[src/rtl/router_in_port_if.sv]
// Handshake bundle between an upstream neighbour, the router input port and the arbiter.
// slave = the input port itself; master = the environment driving it.
interface router_in_port_if #(
  parameter int pckg_sz = 40
);
  logic [pckg_sz-1:0] data_out_i_in;
  logic               pndng_i_in;
  logic               popin;
  logic [pckg_sz-1:0] data_out_i;
  logic               pndng_i;
  logic               pop_i;
  logic [1:0]         trn;

  modport master (
    output data_out_i_in, pndng_i_in, pop_i, trn,
    input  popin, data_out_i, pndng_i
  );

  modport slave (
    input  data_out_i_in, pndng_i_in, pop_i, trn,
    output popin, data_out_i, pndng_i
  );
endinterface

[src/rtl/router_in_port.sv]
// Mesh router input port: accepts 1 packet / 2 cycles into a FIFO, head is routed with 0-cycle decode;
// a full FIFO holds the upstream packet pending. Optional pkt_cnt via ROUTER_IN_PORT_STATS_EN.
module router_in_port #(
  parameter int pckg_sz    = 40,
  parameter int fifo_depth = 4,
  parameter int id         = 0,
  parameter int id_r       = 1,
  parameter int id_c       = 1,
  parameter int rows       = 4,
  parameter int columns    = 4
) (
  input logic              clk,
  input logic              rst,
  router_in_port_if.slave  bus
`ifdef ROUTER_IN_PORT_STATS_EN
  ,
  output logic [15:0]      pkt_cnt
`endif
);

  localparam int PW = (fifo_depth > 1) ? $clog2(fifo_depth) : 1;
  localparam logic [PW:0] FULL_CNT = (PW+1)'(fifo_depth);
  localparam logic [3:0]  OWN_R    = 4'(id_r);
  localparam logic [3:0]  OWN_C    = 4'(id_c);
  localparam logic [1:0]  OWN_ID   = 2'(id);

  // Target fields are 4 bits wide, so the mesh cannot exceed 15x15.
  if (fifo_depth < 2 || (fifo_depth & (fifo_depth - 1)) != 0 ||
      rows > 15 || columns > 15 || id < 0 || id > 3) begin : g_bad_cfg
    $error("router_in_port: unsupported parameter set");
  end

  typedef enum logic {IDLE, ACK} state_t;

  state_t             r_state, w_state_nxt;
  logic               r_popin, w_popin_nxt;
  logic               w_wr, w_rd;
  logic [pckg_sz-1:0] r_mem [fifo_depth];
  logic [PW-1:0]      r_wr_ptr, r_rd_ptr;
  logic [PW:0]        r_count;
  logic [pckg_sz-1:0] w_head, w_dout;
  logic [3:0]         w_tr, w_tc;
  logic               w_mode;
  logic [1:0]         w_port;

  // Full is judged on the registered count; a same-cycle pop does not free a slot.
  always_comb begin
    w_state_nxt = r_state;
    w_popin_nxt = 1'b0;
    w_wr        = 1'b0;
    case (r_state)
      IDLE: begin
        if (bus.pndng_i_in && (r_count != FULL_CNT)) begin
          w_wr        = 1'b1;
          w_popin_nxt = 1'b1;
          w_state_nxt = ACK;
        end
      end
      ACK:     w_state_nxt = IDLE;
      default: w_state_nxt = IDLE;
    endcase
  end

  always_ff @(posedge clk or posedge rst) begin
    if (rst) begin
      r_state <= IDLE;
      r_popin <= 1'b0;
    end else begin
      r_state <= w_state_nxt;
      r_popin <= w_popin_nxt;
    end
  end

  assign bus.popin = r_popin;
  assign w_rd      = bus.pop_i && (bus.trn == OWN_ID) && (r_count != '0);

  always_ff @(posedge clk or posedge rst) begin
    if (rst) begin
      r_wr_ptr <= '0;
      r_rd_ptr <= '0;
      r_count  <= '0;
    end else begin
      if (w_wr) r_wr_ptr <= r_wr_ptr + PW'(1);
      if (w_rd) r_rd_ptr <= r_rd_ptr + PW'(1);
      case ({w_wr, w_rd})
        2'b10:   r_count <= r_count + (PW+1)'(1);
        2'b01:   r_count <= r_count - (PW+1)'(1);
        default: r_count <= r_count;
      endcase
    end
  end

  always_ff @(posedge clk) begin
    if (w_wr) r_mem[r_wr_ptr] <= bus.data_out_i_in;
  end

  assign w_head      = r_mem[r_rd_ptr];
  assign bus.pndng_i = (r_count != '0);

  always_comb begin
    w_tr   = w_head[pckg_sz-9 -: 4];
    w_tc   = w_head[pckg_sz-13 -: 4];
    w_mode = w_head[pckg_sz-17];
    w_port = OWN_ID;
    if (w_mode) begin
      if      (w_tr < OWN_R) w_port = 2'd0;
      else if (w_tr > OWN_R) w_port = 2'd2;
      else if (w_tc > OWN_C) w_port = 2'd1;
      else if (w_tc < OWN_C) w_port = 2'd3;
    end else begin
      if      (w_tc > OWN_C) w_port = 2'd1;
      else if (w_tc < OWN_C) w_port = 2'd3;
      else if (w_tr < OWN_R) w_port = 2'd0;
      else if (w_tr > OWN_R) w_port = 2'd2;
    end
    w_dout = w_head;
    w_dout[pckg_sz-1 -: 8] = {6'b0, w_port};
    if (r_count == '0) w_dout = '0;
  end

  assign bus.data_out_i = w_dout;

`ifdef ROUTER_IN_PORT_STATS_EN
  logic [15:0] r_pkt_cnt;

  always_ff @(posedge clk or posedge rst) begin
    if (rst)                                r_pkt_cnt <= '0;
    else if (w_wr && r_pkt_cnt != 16'hFFFF) r_pkt_cnt <= r_pkt_cnt + 16'd1;
  end

  assign pkt_cnt = r_pkt_cnt;
`endif

endmodule

[src/flat_wrapper.sv]
// flat-port wrapper written by rule: the top's interface ports become plain ports
module router_in_port_flat 
#(
  parameter int pckg_sz    = 40,
  parameter int fifo_depth = 4,
  parameter int id         = 0,
  parameter int id_r       = 1,
  parameter int id_c       = 1,
  parameter int rows       = 4,
  parameter int columns    = 4
)
  (clk, rst, bus_data_out_i_in, bus_pndng_i_in, bus_pop_i, bus_trn, bus_popin, bus_data_out_i, bus_pndng_i);
  router_in_port_if #(.pckg_sz(pckg_sz)) bus_i ();
  input logic clk;
  input logic rst;
  input wire logic [$bits(bus_i.data_out_i_in)-1:0] bus_data_out_i_in;
  input wire logic [$bits(bus_i.pndng_i_in)-1:0] bus_pndng_i_in;
  input wire logic [$bits(bus_i.pop_i)-1:0] bus_pop_i;
  input wire logic [$bits(bus_i.trn)-1:0] bus_trn;
  output wire logic [$bits(bus_i.popin)-1:0] bus_popin;
  output wire logic [$bits(bus_i.data_out_i)-1:0] bus_data_out_i;
  output wire logic [$bits(bus_i.pndng_i)-1:0] bus_pndng_i;
  assign bus_i.data_out_i_in = bus_data_out_i_in;
  assign bus_i.pndng_i_in = bus_pndng_i_in;
  assign bus_i.pop_i = bus_pop_i;
  assign bus_i.trn = bus_trn;
  assign bus_popin = bus_i.popin;
  assign bus_data_out_i = bus_i.data_out_i;
  assign bus_pndng_i = bus_i.pndng_i;
  router_in_port #(.pckg_sz(pckg_sz), .fifo_depth(fifo_depth), .id(id), .id_r(id_r), .id_c(id_c), .rows(rows), .columns(columns)) u_core (.clk(clk), .rst(rst), .bus(bus_i));
endmodule
[config.mk]
export PLATFORM = sky130hd
export DESIGN_NAME = router_in_port_flat
export DESIGN_NICKNAME = d
export VERILOG_FILES = /design/src/rtl/router_in_port_if.sv /design/src/rtl/router_in_port.sv /design/src/flat_wrapper.sv
export SDC_FILE = /design/constraint.sdc
export NUM_CORES = 1
export LEC_CHECK = 0
export ABC_CLOCK_PERIOD_IN_PS = 2330
export BUFFER_PORTS_ARGS = -buffer_cell sky130_fd_sc_hd__buf_2
export CAP_MARGIN = 20
export CORE_MARGIN = 2
export CORE_UTILIZATION = 58
export CTS_BUF_LIST = sky130_fd_sc_hd__clkbuf_2
export CTS_CLUSTER_SIZE = 12
export DETAILED_ROUTE_END_ITERATION = 10
export GPL_ROUTABILITY_DRIVEN = 0
export PLACE_DENSITY = 0.82
export SLEW_MARGIN = 10
export SYNTH_ARGS = -nofsm -noshare
export SYNTH_HDL_FRONTEND = slang
export SYNTH_SLANG_ARGS = --single-unit
[constraint.sdc]
create_clock -name clk -period 2.33 [get_ports clk]
set_input_delay 0.1165 -clock clk [delete_from_list [all_inputs] [get_ports clk]]
set_output_delay 0.1165 -clock clk [all_outputs]
set_load 0.005 [all_outputs]
# Word level (Yosys, flattened, before mapping)
# Memory sizes are Yosys's and may differ from the RTL's.
# Cells that the tools add are included.
[word_totals]
register_bits = 9
ramBits = 160
mem_count = 1
[memory_table]
columns = ["memory", "words", "word_bits", "rd", "rd_clocked_by_memory_dff", "write_ports", "line_no", "text"]
rows = [
  ["u_core.r_mem", 4, 40, 1, 0, 1, "router_in_port.sv:38", "logic [pckg_sz-1:0] r_mem [fifo_depth];"],
]
[classes]
n_addsub = 4
order_cmp = 4
eq_ne = 3
muxes = 16
bitwise = 1
reduce_logical = 7
[ops]
columns = ["op", "n"]
rows = [
  ["$mux W34", 1],
  ["$mux W2", 9],
  ["$gt A4 B1 Y1 const B", 2],
  ["$lt A4 B1 Y1 const B", 2],
  ["$pmux W3 S2", 1],
  ["$add A2 B1 Y2 const B", 2],
  ["$mux W1", 4],
  ["$add A3 B1 Y3 const B", 1],
  ["$logic_and A1 B1 Y1", 3],
  ["$logic_not A3 Y1", 1],
  ["$ne A3 B3 Y1 const B", 1],
  ["$reduce_bool A3 Y1", 1],
  ["$sub A3 B1 Y3 const B", 1],
  ["$eq A2 B1 Y1 const B", 1],
  ["$eq A2 B2 Y1 const B", 1],
  ["$logic_not A2 Y1", 1],
  ["$pmux W1 S2", 1],
  ["$reduce_bool A2 Y1", 1],
  ["$not A1 Y1", 1],
]

# Longest topological paths before layout
# Gate-level depths: netlist of the first run.
# An unclocked memory read counts as a cell.
[logic_depth]
word_depth = 8
mapped_depth = 9
mapped_depth_nobuf = 9

# Worst setup path after synthesis of the first run
# Ideal clock, no wire load.
[synth_path]
path_kind = "flip-flop to flip-flop"
startpoint = "register u_core.r_count[0]"
endpoint = "memory u_core.r_mem[2][0], enable pin"
arrival_time_ns = 1.753
required_ns = 1.938
setup_slack_ns = 0.185
path_stages_with_launch = 4
period_less_slack_ns = 2.145
cell_sequence = "dfrtp_1 inv_1 a311oi_2 and2_1"
[synth_via]
elab_chain_len = 6
[synth_lines]
columns = ["element", "line_no", "text"]
rows = [
  ["start, declared", "router_in_port.sv:40", "logic [PW:0] r_count;"],
  ["start signal, assigned", "router_in_port.sv:86", "2'b10: r_count <= r_count + (PW+1)'(1);"],
  ["start signal, assigned", "router_in_port.sv:87", "2'b01: r_count <= r_count - (PW+1)'(1);"],
  ["start signal, assigned", "router_in_port.sv:88", "default: r_count <= r_count;"],
  ["$ne A3 B3 Y1", "router_in_port.sv:53", "if (bus.pndng_i_in && (r_count != FULL_CNT)) begin"],
  ["$logic_and A1 B1 Y1", "router_in_port.sv:53", ""],
  ["$mux W1 (2 in series)", "-", ""],
  ["via u_core.w_popin_nxt", "router_in_port.sv:36", "logic r_popin, w_popin_nxt;"],
  ["$mux W1", "router_in_port.sv:94", "if (w_wr) r_mem[r_wr_ptr] <= bus.data_out_i_in;"],
  ["$mux W1 (not written as such)", "router_in_port.sv:94", ""],
  ["end, declared", "router_in_port.sv:38", ""],
]
# The timed path passes the listed nets, and every way through them passes these cells.

# Worst setup path in the final report of the first run
[layout_path]
startpoint = "register u_core.r_rd_ptr[0]"
endpoint = "output bus_data_out_i[32]"
[layout_via]
elab_chain_len = 8
word_cells_on_any_way = 14
cone_classes = "order compare (4); mux (9); memory (1)"
[layout_lines]
columns = ["element", "line_no", "text"]
rows = [
  ["start, declared", "router_in_port.sv:39", "logic [PW-1:0] r_wr_ptr, r_rd_ptr;"],
  ["start signal, assigned", "router_in_port.sv:84", "if (w_rd) r_rd_ptr <= r_rd_ptr + PW'(1);"],
  ["$mem_v2 Z4 W40 *", "-", ""],
  ["$lt A4 B1 Y1", "router_in_port.sv:109, router_in_port.sv:112", ""],
  ["$mux W2", "router_in_port.sv:109", "else if (w_tc < OWN_C) w_port = 2'd3;"],
  ["$mux W2", "router_in_port.sv:108", "else if (w_tc > OWN_C) w_port = 2'd1;"],
  ["$mux W2", "router_in_port.sv:107", "else if (w_tr > OWN_R) w_port = 2'd2;"],
  ["$mux W2", "router_in_port.sv:106", "if (w_tr < OWN_R) w_port = 2'd0;"],
  ["$mux W2 *", "router_in_port.sv:105", "if (w_mode) begin"],
  ["$mux W34 *", "router_in_port.sv:118", "if (r_count == '0) w_dout = '0;"],
  ["end, declared", "flat_wrapper.sv:21", "output wire logic [$bits(bus_i.data_out_i)-1:0] bus_data_out_i;"],
]
# Mark *: on every way between the ends. The rest lies on a longest branch, timed or not.

==> impl_metrics.json, run 1 <==
{
  "ys_warn_count": 0,
  "worstHoldPathType": "input pin to register",
  "grt_max_degree": 27,
  "syn_inst": 259,
  "port_buffers": 73,
  "fin_total_pwr_mw": 7.91,
  "wl_met3_um": 561,
  "cts_tree": "done",
  "start_kind": "register",
  "dr_wl_met2_um": 5260,
  "seq_area_frac_synth_pct": 74.5,
  "fin_crit_sh_pct": 112,
  "synth.area.top_cells": "edfxtp_1 (71%), mux4_2 (9.1%), mux4_1 (4.8%)",
  "place_ws_ns": 0.167,
  "nNetsFinal": 453,
  "hold_violations": 0,
  "ys_seq_elements": 136,
  "fin_worst_skew_ns": 0.0250,
  "cp.required_ns": 2.21,
  "insertion_delay_ns": 0.62,
  "clk_pin_slew_ns": 0.19,
  "worstPathArrival_ns": 2.48,
  "drt_pass1_iterations": 4,
  "drtIter0Drc": 174,
  "power.density_nw_per_um2": 1160,
  "path_max_fanout": 7,
  "synth.mux.area_fraction_pct": 14.2,
  "placed_area_um2": 6010,
  "finalInstanceArea_um2": 6820,
  "grt_pass1_vias": 3085,
  "final_cell_mix": "edfxtp_1 (128), buf_2 (73), dlygate4sd3_1 (37)",
  "yosysTopAreaCellShare_pct": 70.8,
  "drive_gt1_share_pct": 42.8,
  "die_w_um": 101,
  "timing.setup.tns_ns": -1.11,
  "wl_um": 10200,
  "ctsHtreeMaxLevel": 4,
  "setup_viol": 22,
  "wl_met1_um": 4180,
  "syn-cell-area_um2": 5430,
  "post_synth_and_or_nand_nor_area_fraction_pct": 5.23,
  "path_class": "register to output pin",
  "vias": 2852,
  "post_drt_wl_per_cell_um": 19.4,
  "floorplan.rows": 35,
  "core_um2": 9150,
  "slew_viol_final": 0,
  "grt_util_all_layers_pct": 22.2,
  "cts_sinks": 136,
  "timing.hold.ws_ns": 0.0987,
  "dp_cells": 448,
  "stdcell_count": 526,
  "grt_antenna_before_repair": 0,
  "synth_xor_area_share_pct": 0.968,
  "endpoint_kind": "output pin",
  "drv_cap": 0,
  "dieArea_um2": 10100,
  "grt-ovfl-total": 0,
  "drc": 0,
  "vdd_ir_drop_max_mv": 0.732,
  "cts_buffer_depth": 2,
  "rsz0062_at_grt": "true",
  "max_freq_mhz": 385,
  "synth_fa_ha_area_share_pct": 1.52,
  "syn_to_final_growth_pct": 25.6,
  "violations": "negative setup slack",
  "die_y_um": 101,
  "cts-root-buf": "clkbuf_2",
  "cts_inserted_buffers": 17,
  "period_minus_slack_ns": 2.60,
  "final_common_cell": "edfxtp_1",
  "via_per_inst": 5.42,
  "topRoutingLayerUsed": "met4",
  "status": "complete, but fails checks",
  "synth.distinct_cells": 28,
  "initial_utilization_pct": 59.3,
  "utilization_pct": 74.5,
  "syn_area_per_cell_um2": 21.0,
  "synth_top_area_cell": "edfxtp_1",
  "leakagePower_nw": 2.50,
  "setup_slack_ns": -0.268,
  "synth_top_family_by_area": "multiplexers",
  "synth-compound-area-share_pct": 0.876,
  "fill_cells": 518,
  "io_pins": 88,
  "ant_nets": 0,
  "dpl.hpwl_um": 6080,
  "grt_pass1_wl_um": 16000
}
-- logic make-up after synthesis --
family | count (synthesis)
flops | 136
simple gates | 46
mux | 33
buf+inv | 26
fa+ha+maj | 6
xor+xnor | 6
compound gates | 5
other cells | 1
-- power breakdown --
group          switching, mW  internal [mW]
clock network          0.845          0.826
logic                   1.32           1.58
registers              0.215           3.13
total                   2.38           5.53
-- critical path: stages (launching register included) --
cell and delay, ns:
dfrtp_4 0.53, buf_6 0.12, mux4_2 0.54, nor3_4 0.17, nand2_1 0.09, a221oi_2 0.26, buf_2 0.15
-- flip-flops by register name, summed over array words and instances (netlist names) --
name,cells
u_core.r_rd_ptr,2
u_core.bus.popin,1
u_core.r_wr_ptr,2
u_core.r_mem,128
u_core.r_count,3
-- repair_timing --
action	4_1_cts	5_1_grt
endpoints found under the setup margin	34	35
hold endpoints to repair	141	0
gates resized for setup	20	11
hold buffers	37	0
pin swaps	7	2
gates cloned	1	0
setup buffers	11	1
-- synthesized netlist by cell type --
cell and count:
buf_6 1, a221oi_2 1, edfxtp_1 128, clkbuf_1 4
mux4_1 10, ha_1 5, nor2b_1 1, buf_8 1
mux2i_1 1, mux4_2 22, o21ai_0 2, a311oi_2 1
dfrtp_1 8, xnor2_1 3, xor2_1 3, conb_1 1
and2_1 35, nor3_2 2, nor3_1 1, buf_4 6
nand2_1 3, o21bai_1 1, nor4b_1 1, nor2_1 2
buf_2 4, fa_1 1, and3_1 1, inv_1 10
-- routing by layer --
layer | vias up | GRT usage [%]
li1 | 1300 | -
met1 | 1425 | 28.3
met2 | 105 | 37.2
met3 | 22 | 5.69
met4 | 0 | 8.54
met5 | - | 0
-- final cells by class --
class / instances / area [µm²] / area share, %
clock buffer: 18 / 90.1 / 1.32
tap: 111 / 139 / 2.04
antenna: 1 / 2.50 / 0.0367
inverter: 10 / 41.3 / 0.606
clock inverter: 14 / 220 / 3.23
sequential: 136 / 4050 / 59.4
multi-input combinational: 102 / 1270 / 18.7
timing repair inverter: 1 / 7.51 / 0.110
timing repair buffer: 133 / 991 / 14.5
-- final timing paths --
path / start / slack [ns] / endpoint / cells past startpoint
max: u_core.r_rd_ptr[0]$_DFFE_PP0P_ / -0.27 / bus_data_out_i[32] / 6
min: bus_trn[0] / 0.1 / u_core.r_count[0]$_DFFE_PP0P_ / 4
max reg2reg: u_core.r_count[2]$_DFFE_PP0P_ / 0.25 / u_core.r_count[2]$_DFFE_PP0P_ / 8
min reg2reg: u_core.bus.popin$_DFF_PP0_ / 0.53 / u_core.bus.popin$_DFF_PP0_ / 1
max in group asynchronous: rst / 1.55 / u_core.r_rd_ptr[0]$_DFFE_PP0P_ / 4
min in group asynchronous: rst / 0.51 / u_core.r_count[1]$_DFFE_PP0P_ / 4
(Power assumes the default switching activity.)
==> run 2: changes to the inputs <==
--- a/config.mk
+++ b/config.mk
@@ -19,3 +19,4 @@
 export SYNTH_ARGS = -nofsm -noshare
 export SYNTH_HDL_FRONTEND = slang
 export SYNTH_SLANG_ARGS = --single-unit
+export TNS_END_PERCENT = 50
==> constraint.sdc (replaced) <==
create_clock -name clk -period 2.33 [get_ports clk]
set_input_delay 0.3495 -clock clk [delete_from_list [all_inputs] [get_ports clk]]
set_output_delay 0.3495 -clock clk [all_outputs]
set_load 0.005 [all_outputs]
==> run 2 against run 1 <==
Against the previous run:
- the run still ends with negative setup slack left
- clock-buffer cell count shrank 1
- maximum frequency is 7.0% lower
- critical path type unchanged
- first-iteration DRC count decreased by 24%
- power fell by 5.3%
- cell area decreased by 1.9%
==> impl_metrics.json, run 2 (synthesis gave the netlist of run 1 again) <==
{
  "wl_um": 9710,
  "cts_tree": "done",
  "critical_path.max_stage_delay_ns": 0.55,
  "grt_util_all_layers_pct": 21.0,
  "status": "complete, but fails checks",
  "floorplan.rows": 35,
  "cts-root-buf": "clkbuf_2",
  "die_y_um": 101,
  "ant_nets": 0,
  "dieArea_um2": 10100,
  "max_freq_mhz": 358,
  "vias": 2827,
  "diodes": 0,
  "fin_crit_sh_pct": 120,
  "cp_cell_sequence": "buf_4 > mux4_2 > nor3_4 > nand2_1 > a221oi_2 > buf_2",
  "largest_register_ffs": 128,
  "insertion_delay_ns": 0.65,
  "utilization_pct": 73.1,
  "leakagePower_nw": 2.45,
  "syn_to_final_growth_pct": 23.2,
  "placed_area_um2": 6020,
  "rsz0062_at_grt": "true",
  "place_ws_ns": 0.0597,
  "drc": 0,
  "grt_pass1_wl_um": 15200,
  "fin_worst_skew_ns": 0.0212,
  "final_common_cell": "edfxtp_1",
  "cp.required_ns": 1.98,
  "ctsHtreeMaxLevel": 4,
  "cts_inserted_buffers": 17,
  "cts_buffer_depth": 2,
  "vdd_ir_drop_max_mv": 0.682,
  "setup_viol": 34,
  "hold_violations": 0,
  "dp_cells": 450,
  "violations": "negative setup slack",
  "grt_pass1_vias": 2969,
  "dpl.hpwl_um": 6000,
  "start_kind": "register",
  "initial_utilization_pct": 59.3,
  "port_buffers": 73,
  "drtIter0Drc": 133,
  "nNetsFinal": 450,
  "grt_antenna_before_repair": 0,
  "core_um2": 9150,
  "fill_cells": 543,
  "cpMaxStageDelayCell": "mux4_2",
  "setup_slack_ns": -0.463,
  "final_cell_mix": "edfxtp_1 (128), buf_2 (71), dlygate4sd3_1 (33)",
  "regMostFlops": "u_core.r_mem",
  "grt_max_degree": 30,
  "via_per_inst": 5.42,
  "reg_top3": "u_core.r_mem x128, u_core.r_count x3",
  "path_class": "register to output pin",
  "stdcell_count": 522,
  "clk_pin_slew_ns": 0.21,
  "r2r_setup_slack_ns": 0.19,
  "slew_viol_final": 0,
  "worstHoldPathType": "input pin to register",
  "drt_pass1_iterations": 4,
  "finalInstanceArea_um2": 6690,
  "cts_sinks": 136,
  "drv_cap": 0,
  "drive_gt1_share_pct": 43.1,
  "post_drt_wl_per_cell_um": 18.6,
  "die_w_um": 101,
  "worstPathArrival_ns": 2.44,
  "grt-ovfl-total": 0,
  "power.density_nw_per_um2": 1120,
  "period_minus_slack_ns": 2.79,
  "endpoint_kind": "output pin",
  "io_pins": 88,
  "path_max_fanout": 3
}
==> run 2: worst max-delay path, delay by kind of cell (launching register included) <==
kind	cells	cell delay (ns)
DFF	1	0.43
AOI/OAI and AO/OA	1	0.26
and+or+nand+nor	2	0.29
muxes	1	0.55
buffers and inverters	2	0.29
==> run 2: timing repair <==
item	CTS	global route
cloned	0	0
setup endpoints to repair	35	36
hold buffers	33	0
pin swaps	6	3
gates resized for setup	18	14
endpoints found under the hold margin	136	0
buffers inserted	6	1
==> run 2: final cells by class <==
cell class / instances / area (µm²) / share of cell area (%)
multi-input cells: 102 / 1270 / 19.0
flip-flops and latches: 136 / 4050 / 60.5
inverters: 10 / 37.5 / 0.561
clock buffers: 17 / 85.1 / 1.27
well taps: 111 / 139 / 2.08
repair buffers: 131 / 972 / 14.5
clock inverters: 15 / 133 / 1.98
==> run 2: routing by layer <==
layer,global-route usage [%],vias to the layer above,part of all wire (%)
li1,-,1301,-
met1,26.7,1404,39
met2,34.7,112,54
met3,5.27,10,6.5
met4,9.27,0,1.3
met5,0,-,0
==> run 2: metrics by stage <==
stage | total power [mW] | TNS, ns | hold slack (ns)
2_1_floorplan | 4.94 | 0 | 0.165
3_3_place_gp | 5.85 | 0 | 0.305
3_5_place_dp | 5.95 | 0 | 0.324
4_1_cts | 7.41 | -10.36 | 0.0131
5_1_grt | 7.93 | -13.08 | 0.0130
6_report | 7.49 | -8.69 | 0.0824
==> run 2: worst paths after layout <==
kind,start,end,cells past startpoint
worst max-delay path,u_core.r_rd_ptr[0]$_DFFE_PP0P_,bus_data_out_i[32],6
worst min-delay path,bus_pndng_i_in,u_core.bus.popin$_DFF_PP0_,4
worst max register to register,u_core.r_count[2]$_DFFE_PP0P_,u_core.r_count[2]$_DFFE_PP0P_,8
worst min register to register,u_core.r_count[0]$_DFFE_PP0P_,u_core.r_count[0]$_DFFE_PP0P_,1
max in group asynchronous,rst,u_core.r_count[0]$_DFFE_PP0P_,3
min in group asynchronous,rst,u_core.r_wr_ptr[0]$_DFFE_PP0P_,3
==> run 2: report_power, final <==
part           leakage, nW  switching (mW)  total [mW]  internal [mW]
Clock                0.126           0.925        1.24          0.319
Sequential            1.26           0.173        3.30           3.13
Combinational         1.07            1.33        2.95           1.62
Total                 2.45            2.43        7.49           5.06
